$ cat config.mk
export PLATFORM = sky130hd
export DESIGN_NAME = mem_access_ctrl
export DESIGN_NICKNAME = d
export VERILOG_FILES = /design/src/rtl/mem_access_ctrl.sv
export SDC_FILE = /design/constraint.sdc
export NUM_CORES = 1
export LEC_CHECK = 0
export ABC_AREA = 1
export CAP_MARGIN = 20
export CORE_MARGIN = 3
export CORE_UTILIZATION = 39
export DETAILED_ROUTE_END_ITERATION = 7
export PLACE_DENSITY_LB_ADDON = 0.08
export REMOVE_ABC_BUFFERS = 1
export SYNTH_ARGS = -nofsm -noshare
export SYNTH_HDL_FRONTEND = slang
export SYNTH_SLANG_ARGS = --single-unit
$ cat constraint.sdc
create_clock -name clk -period 1.3 [get_ports clk]
set_input_delay 0.13 -clock clk [delete_from_list [all_inputs] [get_ports clk]]
set_output_delay 0.13 -clock clk [all_outputs]
set_load 0.005 [all_outputs]
$ cat src/rtl/mem_access_ctrl.sv
`default_nettype none
// ============================================================================
// Module      : mem_access_ctrl
// Description : M-stage data access controller bridging load/store requests
//               to a split address/data handshake bus (strobes, lane
//               replication, load extension, misalignment detection, stall).
// Revision    : 1.0 - initial release
// ============================================================================
module mem_access_ctrl #(
    parameter int ADDR_W = 32
) (
    input  logic              clk,
    input  logic              rst,
    input  logic              req_valid,
    input  logic              req_wr,
    input  logic [1:0]        req_size,
    input  logic              req_unsigned,
    input  logic [ADDR_W-1:0] req_addr,
    input  logic [31:0]       req_wdata,
    input  logic              flush,
    output logic              stall_o,
    output logic              addr_err_o,
    output logic [31:0]       rdata_o,
    output logic              rdata_valid,
    output logic              data_req,
    output logic              data_wr,
    output logic [1:0]        data_size,
    output logic [ADDR_W-1:0] data_addr,
    output logic [3:0]        data_wstrb,
    output logic [31:0]       data_wdata,
    input  logic              data_addr_ok,
    input  logic              data_data_ok,
    input  logic [31:0]       data_rdata
);

    localparam logic [2:0] c_IDLE  = 3'd0;
    localparam logic [2:0] c_ADDR  = 3'd1;
    localparam logic [2:0] c_DATA  = 3'd2;
    localparam logic [2:0] c_DONE  = 3'd3;
    localparam logic [2:0] c_DRAIN = 3'd4;

    logic [2:0]  r_state;
    logic        r_unsigned;

    logic        w_sizeHalf;
    logic        w_sizeWord;
    logic        w_go;
    logic        w_complete;
    logic [3:0]  w_wstrb;
    logic [31:0] w_wdata;
    logic [7:0]  w_byte;
    logic [15:0] w_half;
    logic [31:0] w_ldData;

    assign w_sizeHalf = (req_size == 2'b01);
    assign w_sizeWord = req_size[1];
    assign addr_err_o = req_valid & ((w_sizeHalf & req_addr[0]) |
                                     (w_sizeWord & (req_addr[1:0] != 2'b00)));
    assign w_go       = req_valid & ~addr_err_o & ~flush;

    // Read data is only committed for a transaction that was not flushed.
    assign w_complete = ~flush & data_data_ok &
                        (((r_state == c_ADDR) & data_addr_ok) | (r_state == c_DATA));

    always_comb begin
        w_wstrb = 4'b1111;
        w_wdata = req_wdata;
        case (req_size)
            2'b00: begin
                w_wstrb = 4'b0001 << req_addr[1:0];
                w_wdata = {4{req_wdata[7:0]}};
            end
            2'b01: begin
                w_wstrb = req_addr[1] ? 4'b1100 : 4'b0011;
                w_wdata = {2{req_wdata[15:0]}};
            end
            default: begin
                w_wstrb = 4'b1111;
                w_wdata = req_wdata;
            end
        endcase
        if (!req_wr) begin
            w_wstrb = 4'b0000;
        end
    end

    always_comb begin
        case (data_addr[1:0])
            2'd0:    w_byte = data_rdata[7:0];
            2'd1:    w_byte = data_rdata[15:8];
            2'd2:    w_byte = data_rdata[23:16];
            default: w_byte = data_rdata[31:24];
        endcase
        w_half = data_addr[1] ? data_rdata[31:16] : data_rdata[15:0];
        case (data_size)
            2'b00:   w_ldData = {{24{~r_unsigned & w_byte[7]}}, w_byte};
            2'b01:   w_ldData = {{16{~r_unsigned & w_half[15]}}, w_half};
            default: w_ldData = data_rdata;
        endcase
    end

    always_comb begin
        case (r_state)
            c_IDLE:  stall_o = w_go;
            c_ADDR:  stall_o = 1'b1;
            c_DATA:  stall_o = 1'b1;
            c_DRAIN: stall_o = req_valid;
            default: stall_o = 1'b0;
        endcase
    end

    always_ff @(posedge clk) begin
        if (rst) begin
            r_state     <= c_IDLE;
            r_unsigned  <= 1'b0;
            data_req    <= 1'b0;
            data_wr     <= 1'b0;
            data_size   <= 2'b00;
            data_addr   <= '0;
            data_wstrb  <= 4'b0000;
            data_wdata  <= 32'h0;
            rdata_o     <= 32'h0;
            rdata_valid <= 1'b0;
        end else begin
            rdata_valid <= 1'b0;
            case (r_state)
                c_IDLE: begin
                    if (w_go) begin
                        data_req   <= 1'b1;
                        data_wr    <= req_wr;
                        data_size  <= req_size;
                        data_addr  <= req_addr;
                        data_wstrb <= w_wstrb;
                        data_wdata <= w_wdata;
                        r_unsigned <= req_unsigned;
                        r_state    <= c_ADDR;
                    end
                end
                c_ADDR: begin
                    // An accepted address cannot be withdrawn, so a flush
                    // coinciding with addr_ok still has to drain its data phase.
                    if (data_addr_ok) begin
                        data_req <= 1'b0;
                        if (data_data_ok) begin
                            r_state <= flush ? c_IDLE : c_DONE;
                        end else begin
                            r_state <= flush ? c_DRAIN : c_DATA;
                        end
                    end else if (flush) begin
                        data_req <= 1'b0;
                        r_state  <= c_IDLE;
                    end
                end
                c_DATA: begin
                    if (data_data_ok) begin
                        r_state <= flush ? c_IDLE : c_DONE;
                    end else if (flush) begin
                        r_state <= c_DRAIN;
                    end
                end
                c_DONE: begin
                    r_state <= c_IDLE;
                end
                c_DRAIN: begin
                    if (data_data_ok) begin
                        r_state <= c_IDLE;
                    end
                end
                default: begin
                    r_state <= c_IDLE;
                end
            endcase
            if (w_complete && !data_wr) begin
                rdata_o     <= w_ldData;
                rdata_valid <= 1'b1;
            end
        end
    end

endmodule
`default_nettype wire

* Word level (Yosys, flattened, before mapping)
Index checks and enable logic that the tools add are counted.
** Cells by class
- Reduce and logical (&&, ||, !) cells :: 12
- Bitwise logic cells :: 15
- Shifts and indexed selects :: 1
- Muxes and demuxes :: 23
- Equal/unequal tests :: 11
** Operators with widths (number)
- 32-bit one-hot mux with 2 select lines :: 2
- 3-bit 2-to-1 mux :: 8
- 8-bit one-hot mux with 3 select lines :: 1
- 16-bit 2-to-1 mux :: 1
- 3-bit one-hot mux with 4 select lines :: 1
- 1-bit bitwise AND :: 10
- 4-bit 2-to-1 mux :: 2
- 4-bit one-hot mux with 2 select lines :: 1
- 2-bit by 1-bit equality test with 1-bit output, second input constant :: 3
- 2-bit zero test :: 3
- 3-bit inequality test, second input constant :: 2
- 1-bit 2-to-1 mux :: 4
- 2-bit inequality test, second input constant :: 2
- 4-bit AND reduction :: 1
- 2-bit nonzero test :: 2
- 1-bit by 2-bit left shift with 4-bit output, first input constant :: 1
- 3-bit by 1-bit equality test with 1-bit output, second input constant :: 1
- 3-bit by 2-bit equality test with 1-bit output, second input constant :: 1
- 3-bit equality test, second input constant :: 1
- 3-bit zero test :: 1
- 1-bit NOT :: 3
- 1-bit one-hot mux with 3 select lines :: 1
- 3-bit AND reduction :: 1
- 2-bit equality test, second input constant :: 1
- other kinds (7) :: 8
** Word-level totals
- Flip-flop bits (word level) :: 109
- Output and inout bits :: 107

* Depth between registers and ports, before layout
Gate-level depths: netlist (run 1).
- Depth in word-level cells :: 9
- Gate-level depth with buffers :: 10

* Worst setup path before layout (run 1)
Ideal clock, no wire load.
- Path kind :: flip-flop to flip-flop
- Start :: register data_size[1]
- End :: register rdata_o[20]
- Library setup time :: 0.112 ns
- Clock period less this slack :: 1.384 ns
- Path slack :: -0.084 ns
- Data required time :: 1.188 ns
- Stages on the path, launching flop included :: 10
- Data arrival time :: 1.273 ns
- Path buffers :: 2
- Cells stage by stage :: dfxtp_1 -> buf_6 -> clkinv_2 -> nand2_1 -> clkinv_1 -> nand3_1 -> nand2_4 -> buf_6 -> nor2_1 -> nor2_1
** On the way
- Longest elaborated chain between the ends :: 2
** RTL lines
- from (decl) :: line 27 : output logic [1:0] data_size,
- from (signal assigned) :: line 131 : data_size <= req_size;
- 2-bit by 1-bit equality test with 1-bit output or 2-bit zero test (tied branches) :: line 95 : case (data_size)
- 32-bit one-hot mux with 2 select lines * :: line 95
- to (signal assigned) :: line 174 : rdata_o <= w_ldData;
- to (decl) :: line 23 : output logic [31:0] rdata_o,
Every way passes the cells marked *; elsewhere a longest branch is shown, timed or not.
A chain may end at the register's enable or synchronous reset.

* Final worst setup path (run 1)
- Start :: register r_state[2]
- End :: register rdata_o[3]
** On the way
- Longest elaborated chain between the ends :: 5
** RTL lines
- from (decl) :: line 42 : logic [2:0] r_state;
- from (signal assigned) :: line 114 : r_state <= c_IDLE;
- from (signal assigned) :: line 136 : r_state <= c_ADDR;
- from (signal assigned) :: line 145 : r_state <= flush ? c_IDLE : c_DONE;
- 3-bit by 1-bit equality test with 1-bit output :: line 63 : (((r_state == c_ADDR) & data_addr_ok) | (r_state == c_DATA));
- 1-bit bitwise AND :: line 63
- 1-bit bitwise OR * :: line 63
- 1-bit bitwise AND * :: line 62 : assign w_complete = ~flush & data_data_ok &
- 1-bit logical AND * :: line 173 : if (w_complete && !data_wr) begin
Marked as above.

==> results.toml, run 1 <==
[timing]
worst_pin_slew_ps = 389
setup_ws_ps = -212
fin_skew_ps = 6.58
setup_violations = 106
relSlewSlack = 0.739
timing.final.crit_share = 1.16
finalMaxSlewViolations = 0
rsz0062_at_grt = "true"
hold_viol_final = 0
max_freq_ghz = 0.661
min_period_ps = 1510
finalHoldWorstSlack_ps = 158
finalSetupTns_ps = -11420

[setup_path]
end_kind = "flip-flop"
crit_path_frequent_cell = "nand2_8"
cpPeakStageDelay_ps = 340
worstPathRequired_ps = 1550
crit_path_max_fanout = 5
crit_chain = "buf_6, inv_4, nand3_4, nor2_4, nand2_4, nand2_8, nand2_8, buf_12, a21oi_2, nor2_1"
arrival_ps = 1760
cp_slowest_cell = "dfxtp_2"
worstSetupStartpointType = "flip-flop"
worstSetupPathType = "reg -> reg"

[outcome]
outcome = "finished with violations"
violations = "negative setup slack"

[clock_network]
cts_buffers = 9
root_buffer = "clkbuf_16"
path_clk_slew_ps = 70
cts.sink_count = 109
tritoncts = "yes"
htree_levels = 3
clockBufferDepth = 2
clk_latency_ps = 350

[finish]
diodes = 0
nets = 1156
regArea_um2 = 2210
fillers = 1209
area_delta_synth_final_pct = 70.5
drive_above_1_share = 0.214
final_area_um2 = 8850
multi_input_area_um2 = 2870

[global_routing]
antenna_found_initial = 0
gr-total-overflow = 0
grt_start_max_net_pins = 39
grt_first_pass_wirelength_mm = 27.1
grt_usage = 0.230
grt_pass1_vias = 5506

[yosys]
synth_commonest_cells = "278 x nand2_1, 109 x dfxtp_1, 87 x a21oi_1, 67 x nor2_1, 62 x inv_1"
ys_ff_latch = 109
yosys-top-cells-area = "dfxtp_1 42%, nand2_1 20%, a21oi_1 8.4%, nor2_1 4.8%, inv_1 4.5%"
ys_warn_count = 0
ys.flop_type = "dfxtp_1"
synth_area_um2 = 5190
synth_top_cell_by_area = "dfxtp_1"
synth_cells = 782
synth_seq_area_share = 0.420
synth_top_cell_area_share = 0.420
postSynth.asyncResetShare = 0
yosysMostFrequentCell = "nand2_1"
synth-edff-count = 0
yosysUniqueCellTypes = 28
syn_area_per_cell_um2 = 6.64

[route]
via_count = 5881
drt-total-wl_mm = 18.1
drc = 0
via_per_inst = 4.79
dr.first_iter.drc_count = 455
drt_pre_antenna_iters = 5
detail_route.wl_per_cell_um = 14.8
ant_nets = 0

[die]
die_y_um = 121
core_area_um2 = 12800
num_rows = 41
dieArea_um2 = 14700
die_width_um = 121
ios = 213
initial_core_util = 0.405

[place]
place_congestion = 0.841
dpl.hpwl_mm = 11.8
port_buffers = 212
place_area_um2 = 7830

[power_and_ir_drop]
power_density_nw_per_um2 = 974
power.leakage_uw = 0.00418
p_total_uw = 8620
vdd_drop_max_mv = 0.576

[flow_run]
maxCapViolCount = 0

[worst_hold_path]
min_path_type = "in -> reg"
-- placed cells by master, fill, tap and decap left out, types with 4 or more instances in the layout --
cell and instances:
nand2_1 244, dlygate4sd2_1 106, clkdlybuf4s50_1 101, dfxtp_1 94
a21oi_1 78, inv_1 59, buf_4 57, nor2_1 46
o21ai_0 38, nand3_1 28, nand2_2 24, nor2_2 16
or2_2 15, nand2_4 14, clkbuf_16 13, dfxtp_2 13
o211ai_1 10, buf_6 10, a21oi_2 9, buf_12 9
nor2_4 8, a22oi_1 8, o21ai_1 6, buf_16 6
inv_2 4, nand3_2 4, clkinv_1 4
-- where the power goes --
group          internal (uW)  switching, uW
logic                   1220           1180
registers               3530           99.0
clock network           1310           1280
-- worst max-delay path: cells and delay by family (launching register included) --
kind	cells	cell delay, ps
AO/OA/AOI/OAI	1	120
buffers and inverters	3	350
AND/OR/NAND/NOR	6	600
flip-flops	1	340
-- flip-flops by register name, summed over array words and instances (netlist names) --
signal       count
data_addr       32
data_wdata      32
rdata_o         32
data_wstrb       4
r_state          3
data_size        2
data_req         1
data_wr          1
r_unsigned       1
rdata_valid      1
-- kinds of logic (layout without fill, tap and decap cells) --
family | Yosys count | in the layout | synth area share
compound gates | 152 | 152 | 0.157
flops | 109 | 109 | 0.420
simple gates | 406 | 408 | 0.322
buf+inv | 115 | 386 | 0.101
-- repair_timing --
action,in CTS,in global routing
hold buffers,0,0
setup buffers,13,2
setup endpoints to repair,212,113
pin swaps,8,40
gates resized for setup,165,89
hold endpoints to repair,0,0
gates cloned,8,6
-- metrics by stage --
step | utilization | worst slack, ps | instances
floorplan | - | -719 | 737
global placement | 0.611 | -378 | 1183
finish | 0.690 | -212 | 1227
detailed placement | 0.611 | -425 | 1183
global route | 0.690 | -272 | 1227
CTS | 0.655 | -143 | 1219
-- area by class of cell --
type / count / share of cell area
well taps: 172 / 0.0243
inverters: 70 / 0.0304
flip-flops and latches: 109 / 0.249
clock inverters: 5 / 0.00424
clock buffers: 11 / 0.0263
repair buffers: 300 / 0.341
multi-input cells: 560 / 0.324
-- metal layers --
| layer | routed length (um) | track usage | vias to the layer above |
|---|---|---|---|
| met5 | 0 | 0 | - |
| met4 | 371 | 0.0819 | 0 |
| met2 | 8790 | 0.379 | 193 |
| met1 | 7240 | 0.276 | 2651 |
| li1 | - | - | 3011 |
| met3 | 1740 | 0.0839 | 26 |
-- path summary, 6_finish.rpt --
path	from	to	slack (ps)	cells after the start
worst max-delay path	r_state[2]	rdata_o[3]	-210	10
worst min-delay path	rst	data_wdata[0]	160	2
worst max register to register	r_state[2]	rdata_o[3]	-210	10
worst min register to register	data_wdata[4]	data_wdata[4]	460	2
No activity file was read; power rests on OpenSTA's default activity.
==> run 2, diff against run 1 <==
GPL_ROUTABILITY_DRIVEN = 0   (was default)
==> results of run 2 <==
No change in the layout: final DEF, timing and power equal those of run 1.
